[src/rtl/mem_arbiter.sv]
`default_nettype none
// ============================================================================
//  Module   : mem_arbiter
//  Purpose  : Three-port single-outstanding memory arbiter. Ports are fetch
//             (0), data (1) and debug (2). Data has fixed priority over the
//             fetch/debug pair, which alternates round-robin. A debug request
//             that loses too many arbitrations in a row wins outright.
//             Each transaction takes three phases: grant (IDLE), memory access
//             (BUSY, bounded by a timeout) and response (RESP).
//  Ports    : clk, reset (async, active-low)
//             req/we[2:0], addrN, wdataN   per-port request side
//             gnt/done[2:0], err, rdata    per-port response side
//             mem_req/we/addr/wdata, mem_rdata, mem_ready   memory side
//  Revision : 1.0  initial release
// ============================================================================
module mem_arbiter #(
  parameter int AW         = 16,
  parameter int DW         = 8,
  parameter int STARVE_LIM = 4,
  parameter int TIMEOUT    = 15
) (
  input  logic          clk,
  input  logic          reset,
  input  logic [2:0]    req,
  input  logic [2:0]    we,
  input  logic [AW-1:0] addr0,
  input  logic [AW-1:0] addr1,
  input  logic [AW-1:0] addr2,
  input  logic [DW-1:0] wdata0,
  input  logic [DW-1:0] wdata1,
  input  logic [DW-1:0] wdata2,
  output logic [2:0]    gnt,
  output logic [2:0]    done,
  output logic          err,
  output logic [DW-1:0] rdata,
  output logic          mem_req,
  output logic          mem_we,
  output logic [AW-1:0] mem_addr,
  output logic [DW-1:0] mem_wdata,
  input  logic [DW-1:0] mem_rdata,
  input  logic          mem_ready
);

  localparam int c_SW = $clog2(STARVE_LIM + 1);
  localparam int c_TW = $clog2(TIMEOUT + 1);
  localparam logic [c_SW-1:0] c_SLIM    = c_SW'(STARVE_LIM);
  // The counter holds the number of BUSY cycles already spent without
  // mem_ready, so the last permitted cycle is the one where it reads TIMEOUT-1.
  localparam logic [c_TW-1:0] c_TO_LAST = c_TW'(TIMEOUT - 1);

  typedef enum logic [1:0] {
    S_IDLE = 2'd0,
    S_BUSY = 2'd1,
    S_RESP = 2'd2
  } state_t;

  state_t          r_state;
  state_t          w_next;
  logic [1:0]      r_port;
  logic            r_we;
  logic [AW-1:0]   r_addr;
  logic [DW-1:0]   r_wdata;
  logic [DW-1:0]   r_rdata;
  logic            r_err;
  logic [c_TW-1:0] r_tcnt;
  logic [c_SW-1:0] r_starve;
  logic            r_rr_dbg;   // 1: debug wins the next fetch/debug contest

  logic [1:0]      w_win;
  logic            w_contest;
  logic            w_arb;
  logic            w_we;
  logic [AW-1:0]   w_addr;
  logic [DW-1:0]   w_wdata;

  // Winner selection; only meaningful while some request is pending.
  always_comb begin
    w_win     = 2'd2;
    w_contest = 1'b0;
    if (req[2] && (r_starve == c_SLIM)) begin
      w_win = 2'd2;
    end else if (req[1]) begin
      w_win = 2'd1;
    end else if (req[0] && req[2]) begin
      w_contest = 1'b1;
      w_win     = r_rr_dbg ? 2'd2 : 2'd0;
    end else if (req[0]) begin
      w_win = 2'd0;
    end
  end

  always_comb begin
    w_we    = we[0];
    w_addr  = addr0;
    w_wdata = wdata0;
    case (w_win)
      2'd1: begin
        w_we    = we[1];
        w_addr  = addr1;
        w_wdata = wdata1;
      end
      2'd2: begin
        w_we    = we[2];
        w_addr  = addr2;
        w_wdata = wdata2;
      end
      default: ;
    endcase
  end

  // gnt is combinational from req, so it is gated by reset to stay low
  // while reset is held even though the state register already reads IDLE.
  assign w_arb = reset && (r_state == S_IDLE) && (req != 3'b000);

  always_comb begin
    w_next = r_state;
    case (r_state)
      S_IDLE: if (req != 3'b000) w_next = S_BUSY;
      S_BUSY: if (mem_ready || (r_tcnt == c_TO_LAST)) w_next = S_RESP;
      S_RESP: w_next = S_IDLE;
      default: w_next = S_IDLE;
    endcase
  end

  always_ff @(posedge clk or negedge reset) begin
    if (!reset) begin
      r_state  <= S_IDLE;
      r_port   <= 2'd0;
      r_we     <= 1'b0;
      r_addr   <= '0;
      r_wdata  <= '0;
      r_rdata  <= '0;
      r_err    <= 1'b0;
      r_tcnt   <= '0;
      r_starve <= '0;
      r_rr_dbg <= 1'b0;
    end else begin
      r_state <= w_next;
      case (r_state)
        S_IDLE: begin
          if (req != 3'b000) begin
            r_port  <= w_win;
            r_we    <= w_we;
            r_addr  <= w_addr;
            r_wdata <= w_wdata;
            r_tcnt  <= '0;
            r_err   <= 1'b0;
            // Next contest favours whichever side just lost.
            if (w_contest) r_rr_dbg <= (w_win == 2'd0);
          end
          if (!req[2] || (w_win == 2'd2)) begin
            r_starve <= '0;
          end else if (r_starve != c_SLIM) begin
            r_starve <= r_starve + 1'b1;
          end
        end
        S_BUSY: begin
          // Completion takes precedence over a simultaneous timeout.
          if (mem_ready) begin
            r_err <= 1'b0;
            if (!r_we) r_rdata <= mem_rdata;
          end else begin
            r_tcnt <= r_tcnt + 1'b1;
            if (r_tcnt == c_TO_LAST) r_err <= 1'b1;
          end
        end
        default: ;
      endcase
    end
  end

  assign gnt       = w_arb ? (3'b001 << w_win) : 3'b000;
  assign done      = (r_state == S_RESP) ? (3'b001 << r_port) : 3'b000;
  assign err       = (r_state == S_RESP) && r_err;
  assign rdata     = r_rdata;
  assign mem_req   = (r_state == S_BUSY);
  assign mem_we    = r_we;
  assign mem_addr  = r_addr;
  assign mem_wdata = r_wdata;

endmodule
`default_nettype wire

[config.mk]
export PLATFORM = sky130hd
export DESIGN_NAME = mem_arbiter
export DESIGN_NICKNAME = d
export VERILOG_FILES = /design/src/rtl/mem_arbiter.sv
export SDC_FILE = /design/constraint.sdc
export NUM_CORES = 1
export LEC_CHECK = 0
export CAP_MARGIN = 20
export CELL_PAD_IN_SITES_DETAIL_PLACEMENT = 0
export CELL_PAD_IN_SITES_GLOBAL_PLACEMENT = 1
export CORE_ASPECT_RATIO = 1.4
export CORE_MARGIN = 4
export CORE_UTILIZATION = 27
export CTS_CLUSTER_SIZE = 28
export DETAILED_ROUTE_END_ITERATION = 10
export PLACE_DENSITY_LB_ADDON = 0.2
export REMOVE_ABC_BUFFERS = 1
export SYNTH_ARGS = -nofsm -noshare
export SYNTH_HDL_FRONTEND = slang
export SYNTH_SLANG_ARGS = --single-unit
[constraint.sdc]
create_clock -name clk -period 1.68 [get_ports clk]
set_clock_uncertainty 0.15 [all_clocks]
set_input_delay 0.252 -clock clk [delete_from_list [all_inputs] [get_ports clk]]
set_output_delay 0.252 -clock clk [all_outputs]
set_load 0.01 [all_outputs]
* Yosys cells after proc, flatten, opt, wreduce, memory -nomap -nowiden *
Cells that the tools add are included.

storage, ports and cells
  input port bits = 89
  output and inout bits = 41
  register bits after elaboration = 46
  logic and storage cells = 71

cells by class
  reductions and logical operators = 20
  bitwise operators = 1
  shift operators = 2
  multiplexer cells = 25
  add/sub/neg operators = 2
  equality and inequality tests = 11

operator list
  operator                                          number
  one-hot mux 16 bit (2 select lines)               1
  one-hot mux 8 bit (2 select lines)                1
  two-way mux 2 bit                                 7
  two-way mux 3 bit                                 4
  AND reduction 3 bit                               4
  two-way mux 4 bit                                 2
  one-hot mux 4 bit (2 select lines)                1
  two-way mux 1 bit                                 6
  AND reduction 2 bit                               3
  << shifter 1 x 2 -> 3 bit (first input constant)  2
  logical AND 1 bit                                 5
  adder 4 x 1 -> 4 bit (second input constant)      1
  == test 2 x 1 -> 1 bit (second input constant)    2
  == test 2 bit (second input constant)             2
  == test 4 bit (second input constant)             1
  zero test 2 bit                                   2
  != test 2 x 1 -> 1 bit (second input constant)    2
  one-hot mux 1 bit (2 select lines)                2
  one-hot mux 2 bit (2 select lines)                1
  nonzero test 2 bit                                2
  adder 3 x 1 -> 3 bit (second input constant)      1
  == test 3 bit (second input constant)             1
  != test 3 x 1 -> 1 bit (second input constant)    1
  != test 3 bit (second input constant)             1
  other kinds (5)                                   6

* Logic depth before layout (Yosys ltp) *
  depth in word-level cells = 8
  mapped depth = 8

* Worst setup path before layout *
No wires, ideal clock.

  kind = register to output
  from = register r_starve[0]
  to = output gnt[2]
  arrival = 1.372 ns
  setup slack = -0.094 ns
  cell stages (with the launch flop) = 8
  cells stage by stage = dfrtp_1 inv_1 ha_1 nand2_1 a21boi_4 buf_8 nor2_1 nor2_1

on the way
  word-level cells in the longest chain between the ends = 5

RTL lines
  item                       line  text
  start: declaration         66    logic [c_SW-1:0] r_starve;
  start signal: assignment   154   r_starve <= r_starve + 1'b1;
  == test 3 bit              80    if (req[2] && (r_starve == c_SLIM)) begin
  logical AND 1 bit          80
  two-way mux 2 bit          80
  << shifter 1 x 2 -> 3 bit  172   assign gnt = w_arb ? (3'b001 << w_win) : 3'b000;
  two-way mux 3 bit          172
  end: declaration           32    output logic [2:0] gnt,

Every way passes these cells.

* Final worst setup path *
  from = input req[0]
  to = output gnt[0]

on the way
  word-level cells in the longest chain between the ends = 6
  elaborated cells on any way between the ends = 9

RTL lines
  item                                                           line    text
  start: declaration                                             24      input logic [2:0] req,
  two-way mux 2 bit / logical AND 1 bit (equally long branches)  87, 84
  two-way mux 2 bit                                              84      end else if (req[0] && req[2]) begin
  two-way mux 2 bit                                              82      end else if (req[1]) begin
  two-way mux 2 bit                                              80
  << shifter 1 x 2 -> 3 bit                                      172
  two-way mux 3 bit *                                            172

Mark *: on every way between the ends. The rest lies on a longest branch, timed or not.

==> flow_metrics.tcl <==
set metrics [dict create \
    fin_nets 542 \
    combPwrFrac 0.530 \
    ys_types 41 \
    grt_pass1_vias 2950 \
    cts_root_buffer "clkbuf_16" \
    die_height_um 128 \
    relSlewSlack 0.699 \
    rsz0062_at_grt "yes" \
    fin_util 0.463 \
    place_area_sq_mm 0.00431 \
    grt_pass1_wl_um 14900 \
    globalRouteMet1Util 0.188 \
    cts.sinks 46 \
    grt_use_met3 0.0399 \
    status "finished, violations left" \
    fin_ws_ns -0.216 \
    first_iter_violations 82 \
    violations "setup timing" \
    p_seq_frac 0.299 \
    worst-path-max-fanout 3 \
    netlist_instances 294 \
    power.share.clock 0.172 \
    hold_viol 0 \
    diodes 0 \
    start_util 0.277 \
    hpwl_um 6660 \
    vias 2741 \
    grt_overflow 0 \
    drive_gt1_frac 0.202 \
    use_met2 0.284 \
    path_clk_slew_ns 0.06 \
    yosysTopAreaCell "dfrtp_1" \
    total_power_mw 6.42 \
    synth-main-ff-cell "dfrtp_1" \
    swShare 0.353 \
    setup_violations 23 \
    worstMarginPinSlew_ns 0.452 \
    synth_area_leaders "dfrtp_1 42%, a221oi_2 9.8%, nand2_1 8.2%" \
    row_count 43 \
    p_int_mw 4.16 \
    dieArea_sq_mm 0.0119 \
    endpoint_kind "output pin" \
    leakage_nw 1.91 \
    clockBufferDepth 2 \
    avgSynthCellArea_sq_um 9.39 \
    grtUsageTotal 0.160 \
    ys_ff_latch 46 \
    fmax_mhz 527 \
    fin_area_sq_mm 0.00461 \
    netlist_area_sq_mm 0.00276 \
    drv_slew 0 \
    yosys.area.top_type_share 0.417 \
    n_fill_cell 992 \
    power.switching_mw 2.26 \
    busiest_layer "met2" \
    port-buffer-count 129 \
    fin_crit_ns 1.90 \
    yosys_warnings 0 \
    gp_congestion 0.810 \
    hp-class "primary input to asynchronous set/reset pin" \
    ys_async_sr_fraction 1.00 \
    grt_max_degree 27 \
    synth.most_common_cell "nand2_1" \
    seq_area_frac_synth 0.417 \
    core-area_sq_mm 0.00995 \
    insertion_delay_ns 0.29 \
    htree_levels 2 \
    numCtsBuffers 5 \
    io_pins 130 \
    powerDensity_mw_per_mm2 1390 \
    start_kind "primary input" \
    die_w_um 93.5 \
    antenna_left 0 \
    viasPerCell 4.69 \
    syn2layout_area_growth_pct 67.1 \
    cp_data_arrival_time_ns 1.49 \
    dr.pass1.iters 4 \
    synth_edf_count 0 \
    critPathRequiredTime_ns 1.28 \
    path_class "primary input to output pin" \
    cap_violations 0 \
    wire_per_inst_um 15.9 \
    drt-total-wl_um 9290 \
    synthTopCellsByCount "60 x nand2_1, 46 x dfrtp_1, 31 x nor2_1" \
    multi_input_area_sq_mm 0.00152 \
    cts_tree "yes" \
    register_area_sq_mm 0.00115 \
    antenna_found_initial 0 \
    ir_worst_vdd_v 0.000520 \
    min_period_over_period 1.13 \
    finalSetupTns_ns -0.833 \
    route.detailed.drc 0 \
]
[worst paths after layout]
check	startpoint	endpoint	slack (ns)	cells after the start
worst max-delay path	req[0]	gnt[0]	-0.22	5
min in group clk	rdata[6]	rdata[6]	0.33	1
worst min-delay path	reset	mem_wdata[1]	0.26	2
worst max register to register	r_starve[0]	mem_wdata[1]	-0.02	7
max in group asynchronous	reset	rdata[1]	0.60	3
worst min register to register	rdata[6]	rdata[6]	0.33	1
[layout make-up]
type                       instances  area share
clock buffer                       8      0.0361
inverter                           5     0.00407
multi-input combinational        223       0.330
sequential                        46       0.250
tap                              135      0.0366
timing repair buffer             168       0.344
[power by group through the flow]
| stage | clock [mW] | sequential (mW) | combinational [mW] |
|---|---|---|---|
| after floorplan | 0 | 2.11 | 1.32 |
| after global placement | 0 | 1.93 | 3.25 |
| after detailed placement | 0 | 1.94 | 3.27 |
| after CTS | 1.13 | 1.92 | 3.43 |
| after global routing | 1.17 | 2.00 | 3.72 |
| final | 1.10 | 1.92 | 3.40 |
[registers in the layout, indices dropped and copies added, names as in the netlist]
name       cells
mem_addr      16
mem_wdata      8
mem_we         1
r_err          1
r_port         2
r_rr_dbg       1
r_starve       3
r_state        2
r_tcnt         4
rdata          8
[cells by family (layout without fill, tap and decap cells)]
logic type | Yosys count | in the layout | share of synthesized area
XOR/XNOR | 3 | 3 | 0.00952
buffers and inverters | 25 | 181 | 0.0594
AO/OA/AOI/OAI | 64 | 64 | 0.212
AND/OR/NAND/NOR | 144 | 144 | 0.251
adder cells (fa/ha/maj) | 4 | 4 | 0.0181
multiplexers | 8 | 8 | 0.0326
flip-flops | 46 | 46 | 0.417
[what timing repair did]
action                                  4_1_cts  5_1_grt
hold endpoints to repair                     46        0
resized for setup                            40       11
pin swaps                                     3        2
endpoints found under the setup margin       35       40
setup buffers                                 6        2
hold buffers                                  1        0
[metrics by stage]
step                      setup slack, ns  instances  hold slack (ns)
after floorplan                    -0.538        274           -0.194
after global placement             -0.655        568          -0.0473
after detailed placement           -0.649        568          -0.0530
after CTS                          -0.229        583            0.282
after global routing               -0.281        585            0.293
final                              -0.216        585            0.262
[worst max-delay path, stage by stage]
cell and delay, ns:
clkdlybuf4s50_1 0.56, nor2b_2 0.20, and3_4 0.20, and3_1 0.16, buf_4 0.13
[cells in the final DEF, fill, tap and decap left out, types with 2 or more instances in the layout]
cell               n
a21oi_1            2
a221oi_1           6
a221oi_2          19
a31oi_1           25
and3_1             3
buf_2              4
buf_4             35
buf_6              3
clkbuf_16          5
clkbuf_8           3
clkdlybuf4s50_1  118
dfrtp_1           46
dlygate4sd2_1      2
ha_1               3
inv_1              3
inv_2              2
mux2_1             8
nand2_1           59
nand2b_1          27
nand2b_4           2
nand3_1            3
nand4_1            2
nor2_1            30
nor2_4             2
nor3b_2            2
o21ai_0            2
o21ai_1            4
xor2_1             2
[metal layers]
layer  share of wire  routed length (um)  vias up
met5               0                   0        -
met4           0.017                 161        0
met3           0.063                 581       10
met2            0.51                4760       83
met1            0.41                3780     1296
li1                -                   -     1352
Note: power is estimated with default switching activity, not from simulation.
==> edit 1: new RTL, config.mk and constraints unchanged <==
The parameter `DW` goes from 8 to 10.
--- a/src/rtl/mem_arbiter.sv
+++ b/src/rtl/mem_arbiter.sv
@@ -15,7 +15,7 @@
 // ============================================================================
 module mem_arbiter #(
   parameter int AW         = 16,
-  parameter int DW         = 8,
+  parameter int DW         = 10,
   parameter int STARVE_LIM = 4,
   parameter int TIMEOUT    = 15
 ) (
Ports: changed (6 resized); port bits go from 130 to 142. The function was not compared with the original's and may differ.
==> edit 1 against the original RTL <==
The flow still finishes with violations (negative setup slack); cell count is 13% higher; utilization is 0.69 points higher; setup slack better by 0.10 ns; synthesized area is 16% higher; power is 22% higher; cell area is 17% higher; clock power is 23% higher; sequential cell count is 4 higher; wire length is 43% higher; largest cell class is now multi-input gates; largest power group unchanged.
==> edit 1: results (changes against the original RTL) <==
Place
  • Area after DPL: 4890 sq um (+13%)
  • Final GP Congestion: 0.761 (-6.0%)
  • HPWL Detailed: 8450 um (+27%)
  • Post-placement worst setup slack: -0.579 ns (+0.0697 ns)

Yosys
  • Cell variety after synth: 43 (+4.9%)
  • Avg Inst Size Synth: 8.77 sq um (-6.7%)
  • Post-synthesis xor/xnor area fraction: 0.00275 (-0.00677)
  • Register area share after synthesis: 0.392 (-0.0247)
  • Largest cells by area after synthesis: dfrtp_1, a21oi_1, a41oi_1
  • Mux cell area share after synthesis: 0.0384 (+0.00581)
  • Adder-cell share of the synthesized area: 0.0157 (-0.00244)

Layout
  • Nets@finish: 618 (+14%)
  • Fin util: 0.470 (+0.00691)

Timing
  • Final worst slack: -0.111 ns (+0.104 ns)
  • Slew @ Worst Pin: 0.694 ns (+0.242 ns)
  • Final setup violation count: 19 (-17%)
  • Setup tns final: -0.747 ns (+0.0858 ns)

Outcome
  • Status: finished, violations left
  • Failing checks: negative setup slack

Routing
  • Starting DRT DRC Count: 184 (+120%)
  • Vias/cell: 5.50 (+17%)

Pwr
  • Leak: 2.06 nW (+7.7%)

Critical path
  • Worst Path Arrival: 1.86 ns (+0.37 ns)

Global route
  • Met3 usage: 0.0296 (-0.0104)
  • All-Layer GR Usage: 0.187 (+0.0267)
  • First-pass GRT wire length: 20400 um (+37%)
  • Largest net degree at the start of global routing: 51 (+89%)
-- edit 1: changes by cell type after synthesis, sizes merged, moves of 24 or more --
cell / delta
nor2: -28
a41oi: +27
a21oi: +59
nand4: +25
a31oi: -24
o211ai: +26
nand3: +29
nand2: -53
a221oi: -25
-- edit 1: cell type report --
type | instances | area share
Clock buffer | 6 | 0.0258
Timing Repair Buffer | 187 | 0.336
Clock inverter | 2 | 0.0111
Sequential cell | 50 | 0.232
Multi-Input combinational cell | 266 | 0.356
Inverter | 7 | 0.00488
Antenna cell | 1 | 0.000464
Tap cell | 144 | 0.0334
-- edit 1: per-layer routing --
layer  up-vias  part of all wire
li1       1696                 -
met1      1793              0.41
met2       144              0.52
met3        12             0.058
met4         0             0.015
met5         -                 0
-- edit 1: final timing paths --
kind / from / endpoint / slack [ns] / cells after the start
max: r_starve[0] / r_starve[0] / -0.11 / 6
min: reset / mem_wdata[9] / 0.05 / 2
max reg2reg: r_starve[0] / r_starve[0] / -0.11 / 6
min reg2reg: rdata[6] / rdata[6] / 0.36 / 1
max in group asynchronous: reset / r_state[0] / 0.83 / 2
min in group clk: req[2] / r_port[1] / 0.28 / 4
-- edit 1: repair_timing --
action,4_1_cts,5_1_grt
cloned,0,3
buffers inserted,7,1
gates resized for setup,67,25
pin swaps,13,13
setup endpoints to repair,53,50
-- edit 1: critical path, stage by stage (launching register included) --
cell,delay (ns)
dfrtp_1,0.37
inv_2,0.06
ha_4,0.16
and2_4,0.15
buf_4,0.17
or4b_4,0.54
o21ai_1,0.13
-- edit 1: report_power, final --
group,internal (mW),switching [mW],total [mW]
registers,1.77,0.373,2.14
clock network,0.894,0.453,1.35
logic,2.38,1.97,4.36
total,5.05,2.80,7.85
==> edit 2: new RTL, config.mk and constraints unchanged <==
Without the edit above. Register the output `err`, without a reset; this adds one clock of latency there. The other outputs are not delayed to match.
--- a/src/rtl/mem_arbiter.sv
+++ b/src/rtl/mem_arbiter.sv
@@ -171,7 +171,9 @@
 
   assign gnt       = w_arb ? (3'b001 << w_win) : 3'b000;
   assign done      = (r_state == S_RESP) ? (3'b001 << r_port) : 3'b000;
-  assign err       = (r_state == S_RESP) && r_err;
+  always_ff @(posedge clk) begin
+    err <= (r_state == S_RESP) && r_err;
+  end
   assign rdata     = r_rdata;
   assign mem_req   = (r_state == S_BUSY);
   assign mem_we    = r_we;
Behaviour: no difference found for any inputs over 10 cycles, from zero or initial values and one cycle with reset low; that may be too few to reach the edited logic, so the function may still have changed.
==> edit 2 against the original RTL <==
The run still ends with negative setup slack left; first-iteration DRC count decreased by 12%; sequential cell count increased by 1; wire length increased by 7.6%; sequential power increased by 3%; cell area increased by 7.3%; setup slack improved by 0.0063 ns; count of clock-buffer cells in the layout decreased by 2; power increased by 8.6%; global-route usage decreased by 0.59 points; synthesized area increased by 0.72%; largest cell class unchanged.
==> edit 2: results (changes against the original RTL) <==
Timing
  • Slew @ Worst Pin: 0.501 ns (+0.0490 ns)
  • Final worst slack: -0.209 ns (+0.00633 ns)
  • Final setup violation count: 17 (-26%)

Place
  • PortBufs: 129 (unchanged)
  • Final GP Congestion: 0.744 (-8.1%)
  • DP Cell Count: 569 (+0.18%)
  • HPWL Detailed: 6870 um (+3.1%)
  • Post-placement worst setup slack: -0.666 ns (-0.0169 ns)

Layout
  • Nets@finish: 551 (+1.7%)
  • Max FFs per register: 16 (unchanged)
  • Share of cells above drive strength 1: 0.251 (+0.0483)
  • N_diodes: 0 (unchanged)
  • Non-filler cells, final: 594 (+1.5%)

Yosys
  • Top FF cell, synth: dfrtp_1
  • Post-Syn Instances: 295 (+0.34%)
  • Most instantiated cells after synthesis: nand2_1, dfrtp_1, nor2_1, nand2b_1, a31oi_1
  • Cell variety after synth: 42 (+2.4%)
  • Asr flop ratio synth: 0.979 (-0.0213)
  • Largest cells by area after synthesis: dfrtp_1, a221oi_2, nand2_1
  • Register area share after synthesis: 0.421 (+0.00420)
  • Yosys Warn Count: 0 (unchanged)

Global route
  • Global routing usage on met2: 0.280 (-0.00369)
  • First-pass GRT wire length: 14600 um (-2.4%)
  • Vias in the first global route: 2841 (-3.7%)
  • Met1 Track Usage GR: 0.180 (-0.00735)
  • Initial antenna violation count: 0 (unchanged)
  • Met3 usage: 0.0335 (-0.00646)
  • Largest net degree at the start of global routing: 39 (+44%)
  • All-Layer GR Usage: 0.154 (-0.00595)

Routing
  • 1st-pass router iterations: 4 (unchanged)
  • Vias/cell: 4.66 (-0.44%)
  • Starting DRT DRC Count: 72 (-12%)
  • Avg WL per Cell: 16.8 um (+6.0%)

Clock tree
  • Clk Latency, worst-skew pair: 0.29 ns (about the same)
  • Htree depth: 2 (unchanged)
  • CTS Buf Count: 5 (unchanged)
  • Reg clk slew, reported paths: 0.06 ns (about the same)

Outcome
  • Failing checks: negative setup slack
  • Status: finished, violations left

Critical path
  • Max stage delay on crit path: 0.39 ns (-0.17 ns)
  • Reg2reg end: mem_addr[4]
  • Worst path slowest cell: dfrtp_1
  • CP delay by family, top: simple AND/OR/NAND/NOR gates
  • Flop-to-flop setup slack: -0.11 ns (-0.09 ns)
  • Crit Path Max Fanout: 2 (-1)
  • Reg2reg path depth: 9 (+2)

Pwr
  • Maximum VDD drop: 0.000527 V (+1.2%)
  • Leak: 2.03 nW (+6.1%)

Min path
  • Hold Path Class: flop to flop
  • Worst hold path depth: 1
==> edit 2: changes by cell type after synthesis, sizes merged <==
| cell | delta |
|---|---|
| dfxtp | +1 |
==> edit 2: logic make-up after synthesis <==
family,Yosys count,share of synthesized area
AND/OR/NAND/NOR,144,0.250
multiplexers,8,0.0324
adder cells (fa/ha/maj),4,0.0180
XOR/XNOR,3,0.00945
buffers and inverters,25,0.0589
AO/OA/AOI/OAI,64,0.211
flip-flops,47,0.421
==> edit 2: power by group <==
| part | internal [mW] | total, mW | switching [mW] |
|---|---|---|---|
| Combinational | 2.16 | 3.82 | 1.67 |
| Sequential | 1.64 | 1.97 | 0.332 |
| Clock | 0.741 | 1.18 | 0.439 |
==> edit 2: worst max path at each step <==
stage                startpoint      to  slack [ns]  depth (start not counted)
global route        r_starve[1]  gnt[2]       -0.27                          7
detailed placement       req[0]  gnt[0]       -0.67                          5
global placement         req[0]  gnt[0]       -0.66                          5
floorplan            r_state[1]  gnt[2]       -0.54                          4
finish              r_starve[1]  gnt[0]       -0.21                          6
CTS                 r_starve[0]  gnt[2]       -0.22                          7
==> edit 2: what timing repair did <==
action / CTS / global route
hold buffers: 2 / 0
gates resized for setup: 53 / 31
gates cloned: 0 / 3
endpoints found under the hold margin: 21 / 0
setup buffers: 4 / 10
endpoints found under the setup margin: 34 / 42
pin swaps: 6 / 51
==> edit 2: routing by layer <==
metal,vias up,part of all wire
met3,11,0.054
met5,-,0
met1,1313,0.41
met4,0,0.017
li1,1366,-
met2,81,0.52
==> edit 2: area by class of cell <==
type | count | area [sq um]
fillers | 991 | 5060
well taps | 135 | 169
multi-input cells | 223 | 1700
inverters | 5 | 18.8
flip-flops and latches | 47 | 1170
clock inverters | 2 | 35.0
clock buffers | 6 | 139
repair buffers | 176 | 1720
==> edit 2: worst reg2reg max path: stages (launching register included) <==
cell      delay [ns]
dfrtp_1         0.36
inv_2           0.06
ha_4            0.18
nand2_4         0.09
a21boi_4        0.06
buf_4           0.15
buf_12          0.14
buf_4           0.15
a221oi_2        0.24
a31oi_1         0.10
==> edit 2: metrics by stage <==
step	setup TNS [ns]	total power, mW	hold slack (ns)	utilization	instance area (sq um)
floorplan	-10.01	3.45	-0.194	-	2640
global route	-3.14	7.46	0.344	0.495	4950
global placement	-13.83	5.21	0.118	0.434	4350
detailed placement	-14.51	5.26	0.123	0.434	4350
CTS	-0.847	6.63	0.341	0.464	4640
finish	-1.17	6.98	0.335	0.495	4950
